`src/rtl/wb_conbus_rr.sv`:
```
// wb_conbus_rr: round-robin Wishbone shared bus with address decode, unmapped-error and timeout
module wb_conbus_rr #(
    parameter int NM = 2,
    parameter int NS = 6,
    parameter int ADDR_W = 4,
    parameter logic [NS*ADDR_W-1:0] S_ADDR = {4'h6, 4'h5, 4'h4, 4'h3, 4'h2, 4'h0},
    parameter int TIMEOUT = 1024
) (
    input  logic               clk,
    input  logic               reset,
    input  logic [NM*32-1:0]   m_adr_i,
    input  logic [NM*32-1:0]   m_dat_i,
    output logic [31:0]        m_dat_o,
    input  logic [NM*4-1:0]    m_sel_i,
    input  logic [NM-1:0]      m_we_i,
    input  logic [NM-1:0]      m_cyc_i,
    input  logic [NM-1:0]      m_stb_i,
    output logic [NM-1:0]      m_ack_o,
    output logic [NM-1:0]      m_err_o,
    output logic [31:0]        s_adr_o,
    output logic [31:0]        s_dat_o,
    output logic [3:0]         s_sel_o,
    output logic               s_we_o,
    output logic [NS-1:0]      s_cyc_o,
    output logic [NS-1:0]      s_stb_o,
    input  logic [NS*32-1:0]   s_dat_i,
    input  logic [NS-1:0]      s_ack_i
);
    localparam int IW = NM > 1 ? $clog2(NM) : 1;
    localparam int SW = NS > 1 ? $clog2(NS) : 1;

    typedef enum logic {IDLE, OWNED} state_t;

    state_t            state, state_nx;
    logic [IW-1:0]     gnt_idx, gnt_nx, last_idx, last_nx, pick;
    logic [IW:0]       sum;
    logic              found, gnt_valid, cyc_k, stb_k, match, ack_s, to_hit, err_r, to_block;
    logic [SW-1:0]     midx;
    logic [ADDR_W-1:0] field;
    logic [31:0]       adr_k;
    logic [15:0]       to_cnt;

    assign gnt_valid = state == OWNED;
    assign adr_k     = m_adr_i[gnt_idx*32 +: 32];
    assign cyc_k     = gnt_valid & m_cyc_i[gnt_idx];
    assign stb_k     = cyc_k & m_stb_i[gnt_idx];
    assign field     = adr_k[31 -: ADDR_W];

    // Address decode of the granted master; the lowest matching table entry wins.
    always_comb begin
        match = 1'b0;
        midx  = '0;
        for (int i = NS - 1; i >= 0; i--) begin
            if (field == S_ADDR[i*ADDR_W +: ADDR_W]) begin
                match = 1'b1;
                midx  = SW'(i);
            end
        end
    end

    assign ack_s  = gnt_valid & match & s_ack_i[midx];
    assign to_hit = (TIMEOUT != 0) && stb_k && match && !ack_s && to_cnt == 16'(TIMEOUT - 1);

    assign m_ack_o = (ack_s & ~err_r) ? NM'(1) << gnt_idx : '0;
    assign m_err_o = (gnt_valid & (err_r | to_hit)) ? NM'(1) << gnt_idx : '0;
    assign s_cyc_o = (cyc_k & match) ? NS'(1) << midx : '0;
    assign s_stb_o = (stb_k & match & ~to_block) ? NS'(1) << midx : '0;
    assign m_dat_o = (gnt_valid & match) ? s_dat_i[midx*32 +: 32] : '0;
    assign s_adr_o = gnt_valid ? adr_k : '0;
    assign s_dat_o = gnt_valid ? m_dat_i[gnt_idx*32 +: 32] : '0;
    assign s_sel_o = gnt_valid ? m_sel_i[gnt_idx*4 +: 4] : '0;
    assign s_we_o  = gnt_valid & m_we_i[gnt_idx];

    // Round-robin search starting after the last owner; rearbitrate only once the owner's cycle ends.
    always_comb begin
        state_nx = state;
        gnt_nx   = gnt_idx;
        last_nx  = last_idx;
        found    = 1'b0;
        pick     = '0;
        sum      = '0;
        for (int i = NM; i >= 1; i--) begin
            sum = {1'b0, last_idx} + (IW+1)'(i);
            if (sum >= (IW+1)'(NM)) sum = sum - (IW+1)'(NM);
            if (m_cyc_i[sum[IW-1:0]]) begin
                found = 1'b1;
                pick  = sum[IW-1:0];
            end
        end
        if (!cyc_k) begin
            state_nx = found ? OWNED : IDLE;
            gnt_nx   = found ? pick : gnt_idx;
            last_nx  = found ? pick : last_idx;
        end
    end

    // Arbiter state register.
    always_ff @(posedge clk or posedge reset) begin
        if (reset) begin
            state    <= IDLE;
            gnt_idx  <= '0;
            last_idx <= IW'(NM - 1);
        end else begin
            state    <= state_nx;
            gnt_idx  <= gnt_nx;
            last_idx <= last_nx;
        end
    end

    // Unmapped-access error pulse, ack watchdog and the one-cycle strobe block after a timeout.
    always_ff @(posedge clk or posedge reset) begin
        if (reset) begin
            err_r    <= 1'b0;
            to_cnt   <= '0;
            to_block <= 1'b0;
        end else begin
            err_r    <= stb_k & ~match & ~err_r;
            to_cnt   <= (stb_k & match & ~ack_s & ~to_hit & ~err_r) ? to_cnt + 16'd1 : '0;
            to_block <= to_hit;
        end
    end
endmodule

```
`config.mk`:
```
export PLATFORM = sky130hd
export DESIGN_NAME = wb_conbus_rr
export DESIGN_NICKNAME = d
export VERILOG_FILES = /design/src/rtl/wb_conbus_rr.sv
export SDC_FILE = /design/constraint.sdc
export NUM_CORES = 1
export LEC_CHECK = 0
export ABC_CLOCK_PERIOD_IN_PS = 2300
export BUFFER_PORTS_ARGS = -buffer_cell sky130_fd_sc_hd__buf_2
export CAP_MARGIN = 20
export CORE_AREA = 2 2 178 180
export CTS_CLUSTER_DIAMETER = 80
export DETAILED_ROUTE_END_ITERATION = 8
export DIE_AREA = 0 0 180 182
export SYNTH_ARGS = -nofsm -noshare
export SYNTH_HDL_FRONTEND = slang
export SYNTH_SLANG_ARGS = --single-unit
```
`constraint.sdc`:
```
create_clock -name clk -period 2.3 [get_ports clk]
set_input_delay 0.115 -clock clk [delete_from_list [all_inputs] [get_ports clk]]
set_output_delay 0.115 -clock clk [all_outputs]
set_load 0.02 [all_outputs]
```
==> metrics.txt, run 1 <==
FF+latch area 532 um^2; final setup fails 59; max-slew violations 0; share of cells above drive strength 1 60.6%; RSZ-0062 raised after global routing yes; TritonCTS Buffers 3; failing checks negative setup slack; Tightest Pin Transition 0.833 ns; Post-DP Area 7220 um^2; WP data arrival between 2 and 3 ns; total grt overflow 0; CTS hold repair buffers 0; Compound-Gate Fraction of Synth Area 28.4%; Syn Nets 880; die width ~180 um; wire length per cell between 15 and 20 um; worst skew pair latency 0.26 ns; Power Total ~3.1 mW; DRT iter0 DRCs between 200 and 300; DRT Pass-1 Iters 4; final critical-path share of the clock period 116%; Critical Path, Cell by Cell buf_4, and3b_4, o22ai_4, buf_4, o22ai_1, o32a_1, nor2_4, buf_2; post-synthesis mux area share 18.2%; GRT Total Usage 15.4%; H-tree levels 1; mapped cell area 3880 um^2; CTS max path bufs 2; NumNets Final roughly 1400; Area Growth Syn to Fin 104%; crit-path max FO 33; min cycle time layout 2.68 ns; ys async rst share 100%; PwrDens 395 nW/um^2; critical path's slowest cell dfrtp_4; fmax 374 MHz; WP data required ~2.2 ns; Buffers on Ports 458; final setup skew 0.00411 ns; post-synth cell types 51; first-pass GRT wire length 38400 um; Via density between 4 and 5; final antenna-violating net count 0; Synth Register Bits 21; CP peak stage delay 0.54 ns; Vias 6285; Synth Area in Simple Gates 30.3%; HPWL Detailed 22800 um; Syn. warnings 0; Placer Congestion 0.846; largest net degree at the start of global routing between 50 and 60; status complete, but fails checks; Filler cells 3449; clock tree sinks 21; Hold/Removal Path Class in2async; Crit path max-delay family buffers and inverters; Initial Utilization 12.5%; vias in the first global route 6057; Final Cell Area 7910 um^2; most frequent cell on the critical path buf_4; Multi-input gate area about 3600 um^2; static leakage between 3 and 4 nW; largest family of logic cells by synthesized area simple AND/OR/NAND/NOR gates; Syn Inst Count 537; CTS tree built; startpoint types register; Synth Flop Type dfrtp_1; FP Rows 65; Crit Path Category reg2out; worst hold slack 0.0123 ns; Die Span Y 182 um; Seq/Total Area, Yosys 13.6%; Mean Syn Cell Area 7.23 um^2; Slew headroom 44.4%; worst setup margin -0.375 ns; CP Buf/Inv Count 3; antenna violations before repair 11; Die Area 32800 um^2; Core Region 31000 um^2; Residual DRC 0; total of max-cap violations 0; final WL 28000 um; Fin. Hold Viols 0; Synth Area in Adders less than 1%; io pins 459; root buf cell clkbuf_16; maximum vdd drop 0.204 mV; Clock transition at path regs 0.06 ns; number of synthesized flops with an enable pin 0; Post-Synth XOR/XNOR Area roughly 3.2%; Crit. End Element primary output
==> final cells by class <==
cell class                      count  area share (%)
Multi-Input combinational cell    463            45.6
Timing Repair Buffer              524            40.0
Sequential cell                    21            6.72
Clock inverter                      1          0.0949
Clock buffer                        3           0.949
Antenna cell                        6           0.190
Inverter                            2          0.0949
Tap cell                          402            6.36
==> layer usage <==
| layer | share of wire [%] | GRT usage, % | vias up | wire [um] |
|---|---|---|---|---|
| met2 | 52 | 29.1 | 390 | 14500 |
| li1 | - | - | 2956 | - |
| met1 | 37 | 17.7 | 2876 | 10300 |
| met4 | 4.3 | 5.27 | 8 | 1210 |
| met3 | 6.8 | 2.07 | 55 | 1910 |
| met5 | 0.14 | 0 | - | 38 |
==> what timing repair did <==
action | 4_1_cts | 5_1_grt
gates resized for setup | 60 | 55
pin swaps | 2 | 8
setup endpoints to repair | 85 | 112
buffers inserted | 2 | 6
gates cloned | 2 | 4
==> cell usage after synthesis, types with 2 or more instances <==
cell type	n	share of area, %
nand3b_1	3	0.58
and2_1	5	0.81
a21o_1	3	0.58
or2_2	2	0.32
nor3_1	25	3.2
a21oi_1	5	0.64
o22ai_1	32	5.2
mux2i_1	69	18
o21ai_0	28	3.6
buf_4	3	0.58
nand2b_1	3	0.48
a31oi_1	2	0.32
nand2_1	16	1.5
nand3_1	9	1.2
xor2_1	8	1.8
clkbuf_1	38	3.7
nand4_1	2	0.32
nor3b_2	2	0.64
nor2_1	78	7.5
xnor2_1	6	1.4
o21ai_1	6	0.77
nor2b_1	70	11
dfrtp_1	20	13
inv_1	2	0.19
nor3b_1	2	0.39
and3_1	4	0.64
a2111oi_0	2	0.45
buf_6	3	0.87
a22oi_1	31	6.0
buf_2	6	0.77
o32a_1	31	8.0
o221ai_1	2	0.45
==> final timing paths <==
kind                                           from                   end  slack [ns]  cells past startpoint
worst max-delay path            gnt_idx$_DFFE_PP0P_           m_dat_o[17]       -0.38                      8
worst min-delay path                          reset   to_cnt[4]$_DFF_PP0_        0.01                      2
worst max register to register  gnt_idx$_DFFE_PP0P_   to_cnt[7]$_DFF_PP0_       -0.18                     11
worst min register to register  to_cnt[0]$_DFF_PP0_   to_cnt[0]$_DFF_PP0_        0.47                      1
max in group asynchronous                     reset   gnt_idx$_DFFE_PP0P_        1.68                      2
min in group clk                         m_cyc_i[0]  last_idx$_DFFE_PP1P_        0.05                      2
==> cells in the final DEF, fill, tap and decap left out, drive strengths merged, types with 2 or more instances in the layout <==
cell and n:
a22oi 31, a31oi 2, and2 5, or2 2
nand2 16, nor3b 4, nor2 78, xor2 8
and3 4, o22ai 33, o21ai 34, a2111oi 2
mux2i 69, diode 6, nand3 9, nor2b 70
nor3 25, a221oi 2, buf 521, a21oi 5
nand3b 3, clkbuf 6, nand4 2, o221ai 2
dfrtp 20, a21o 3, xnor2 6, inv 2
o32a 31, nand2b 3
==> registers in the layout, indices dropped and copies added, names as in the netlist <==
name and cells:
err_r 1, gnt_idx 1, gnt_valid 1, last_idx 1
to_block 1, to_cnt 16
==> report_power, final <==
group          switching (mW)  total (mW)  internal, mW
Sequential             0.0183       0.405         0.386
Clock                   0.150       0.386         0.236
Combinational            1.28        2.33          1.05
==> logic make-up (layout without fill, tap and decap cells) <==
logic type / count (synthesis) / in the layout
mux: 70 / 70
other cells: 0 / 6
flops: 21 / 21
fa+ha+maj: 1 / 1
compound gates: 151 / 151
buf+inv: 53 / 530
simple gates: 227 / 227
xor+xnor: 14 / 14
==> through the flow <==
stage,setup WS (ns),std cells,utilization [%],setup TNS (ns)
final,-0.375,1422,25.5,-14.57
after detailed placement,-0.161,1398,23.3,-3.83
after global placement,-0.167,1398,23.3,-1.95
after floorplan,-0.115,537,-,-0.241
after global routing,-0.474,1421,25.5,-20.30
after CTS,-0.389,1406,24.3,-15.24
==> worst reg2reg max path, cell delays in order (launching register included) <==
cell      delay (ns)
dfrtp_4         0.54
buf_4           0.16
and3b_4         0.20
o22ai_4         0.14
nor2_1          0.06
or3_4           0.39
a221oi_4        0.32
buf_12          0.16
buf_4           0.11
buf_8           0.10
buf_8           0.14
nor3_2          0.05
Note: power is estimated with default switching activity, not from simulation.
==> run 2: changes to the inputs <==
--- a/config.mk
+++ b/config.mk
@@ -15,3 +15,4 @@
 export SYNTH_ARGS = -nofsm -noshare
 export SYNTH_HDL_FRONTEND = slang
 export SYNTH_SLANG_ARGS = --single-unit
+export TNS_END_PERCENT = 5
==> run 2 against run 1 <==
The run still ends with negative setup slack left; global-route usage is 1.1 points lower; non-clock buffer count is 3 lower; flip-flop and latch count stayed put; critical path depth stayed put; count of clock-buffer cells in the layout stayed put; via count is 1.3% lower; setup slack worse by 0.060 ns; sequential power hardly changed; routed wire length is 8.7% lower; largest cell class unchanged.
==> metrics.txt, run 2 (synthesis results as in run 1) <==
largest net degree at the start of global routing 71 (was 57); Inst Count DP 1404 (was 1398); DRT iter0 DRCs 272 (was 280); fmax 366 MHz (was 374 MHz); GRT Total Usage 14.3% (was 15.4%); antenna violations before repair 13 (was 11); share of cells above drive strength 1 59.3% (was 60.6%); Fin. Hold Viols 0 (unchanged); Crit. End Element primary output (unchanged); Clock transition at path regs 0.06 ns (about the same); Pint 1.64 mW (was 1.67 mW); PwrDens 388 nW/um^2 (was 395 nW/um^2); crit-path max FO 7 (was 33); reg2reg end to_cnt[4]$_DFF_PP0_ (was to_cnt[7]$_DFF_PP0_); Biggest register to_cnt (unchanged); wire length per cell 18.0 um (was 19.7 um); final setup skew 0.00156 ns (was 0.00411 ns); commonest non-fill, non-tap cell in the layout buf_2 (unchanged); WP data required 2.18 ns (about the same); Via density 4.38 (was 4.42); root buf cell clkbuf_16 (unchanged); final setup fails 61 (was 59); worst skew pair latency 0.26 ns (about the same); io pins 459 (unchanged); CTS tree built (unchanged); die width 180 um (unchanged); Final TNS setup -15.74 ns (was -14.57 ns); crit path launch gnt_idx$_DFFE_PP0P_ (unchanged); worst setup margin -0.435 ns (was -0.375 ns); Tightest Pin Transition 0.824 ns (was 0.833 ns); flop2flop setup slack -0.16 ns (was -0.18 ns); Buffers on Ports 458 (unchanged); Placer Congestion 0.869 (was 0.846); DRT Pass-1 Iters 4 (unchanged); total of max-cap violations 0 (unchanged); failing checks negative setup slack (unchanged); Hold/Removal Path Class in2async (unchanged); Area Growth Syn to Fin 97.2% (was 104%); RSZ-0062 raised after global routing yes (unchanged); P_sw 1.33 mW (was 1.45 mW); switch share 44.8% (was 46.5%); static leakage 3.83 nW (was 3.91 nW); maximum vdd drop 0.232 mV (was 0.204 mV); Crit Path Category reg2out (unchanged); Reg power frac 13.7% (was 13.0%); WP data arrival 2.62 ns (was 2.56 ns); clock tree sinks 21 (unchanged); H-tree levels 1 (unchanged); worst hold slack 0.0145 ns (was 0.0123 ns); final WL 25500 um (was 28000 um); max-slew violations 0 (unchanged); status complete, but fails checks (unchanged); most frequent cells in the layout buf_2 (417), buf_4 (76), nor2b_1 (70) (was buf_2 (422), nor2b_1 (70), buf_4 (68)); R2R cell count 9 (was 11); FP Rows 65 (unchanged); Core Region 31000 um^2 (unchanged); Die Area 32800 um^2 (unchanged); max reg flops 16 (unchanged); TritonCTS Buffers 3 (unchanged); CTS hold repair buffers 0 (unchanged); min cycle time layout 2.73 ns (was 2.68 ns); Power Total 2.97 mW (was 3.12 mW); final antenna-violating net count 0 (unchanged); Comb pwr share 73.6% (was 74.7%); HPWL Detailed 21400 um (was 22800 um); clock share of power 12.7% (was 12.3%); NumNets Final 1355 (was 1358); first-pass GRT wire length 36400 um (was 38400 um); Residual DRC 0 (unchanged); Vias 6206 (was 6285); CTS max path bufs 2 (unchanged); final std cells w/o fill 1416 (was 1422); total grt overflow 0 (unchanged); Die Span Y 182 um (unchanged); RR Startpoint gnt_idx$_DFFE_PP0P_ (unchanged); vias in the first global route 6236 (was 6057); startpoint types register (unchanged); Slew headroom 45.0% (was 44.4%); final critical-path share of the clock period 119% (was 116%); Initial Utilization 12.5% (unchanged)
[run 2: changes by cell type in the layout (fill, tap and decap cells not counted), sizes merged]
cell	change
buf	-2
diode	-3
clkinv	+1
clkinvlp	-1
clkbuf	-1
[run 2: metal layers]
layer / share of wire, % / vias to the layer above / global-route usage [%]
met1: 39 / 2869 / 16.3
met3: 6.6 / 40 / 2.55
met4: 2.1 / 4 / 3.41
li1: - / 2950 / -
met2: 52 / 343 / 27.5
met5: 0.13 / - / 0
[run 2: worst max-delay path by stage]
stage	endpoint	slack, ns	cells past startpoint
floorplan	m_ack_o[0]	-0.12	9
global placement	s_stb_o[1]	-0.23	9
detailed placement	s_stb_o[1]	-0.31	9
CTS	m_ack_o[0]	-0.41	8
global route	m_ack_o[0]	-0.50	8
finish	m_err_o[0]	-0.43	8
[run 2: timing repair]
action | in CTS | in global routing
gates cloned | 0 | 2
endpoints found under the setup margin | 65 | 65
pin swaps | 11 | 4
gates resized for setup | 70 | 25
buffers inserted | 3 | 0
[run 2: through the flow]
| stage | setup WS (ns) | utilization, % | instance area [um^2] |
|---|---|---|---|
| 6_report | -0.435 | 24.7 | 7660 |
| 2_1_floorplan | -0.118 | - | 4030 |
| 4_1_cts | -0.411 | 24.2 | 7500 |
| 3_5_place_dp | -0.306 | 23.1 | 7170 |
| 3_3_place_gp | -0.226 | 23.1 | 7170 |
| 5_1_grt | -0.499 | 24.7 | 7660 |
[run 2: layout make-up]
type                    count  area (um^2)
repair buffers            521         3090
diodes                      3         7.51
clock inverters             1         5.00
inverters                   2         7.51
clock buffers               3         75.1
flip-flops and latches     21          532
well taps                 402          503
fillers                  3416        23300
multi-input cells         463         3440
[run 2: power groups by stage]
stage | Combinational [mW] | Sequential [mW] | Clock, mW
after floorplan | 1.15 | 0.399 | 0
after global placement | 2.03 | 0.409 | 0
after detailed placement | 2.05 | 0.410 | 0
after CTS | 2.14 | 0.404 | 0.389
after global routing | 2.35 | 0.408 | 0.402
final | 2.19 | 0.407 | 0.378
[run 2: worst max-delay path, cell delays in order (launching register included)]
cell and delay, ns:
dfrtp_4 0.56, mux2_4 0.36, or2_2 0.33, a21o_1 0.18, a21oi_2 0.17, a221oi_4 0.10, buf_12 0.15, a2111oi_4 0.33
buf_4 0.19
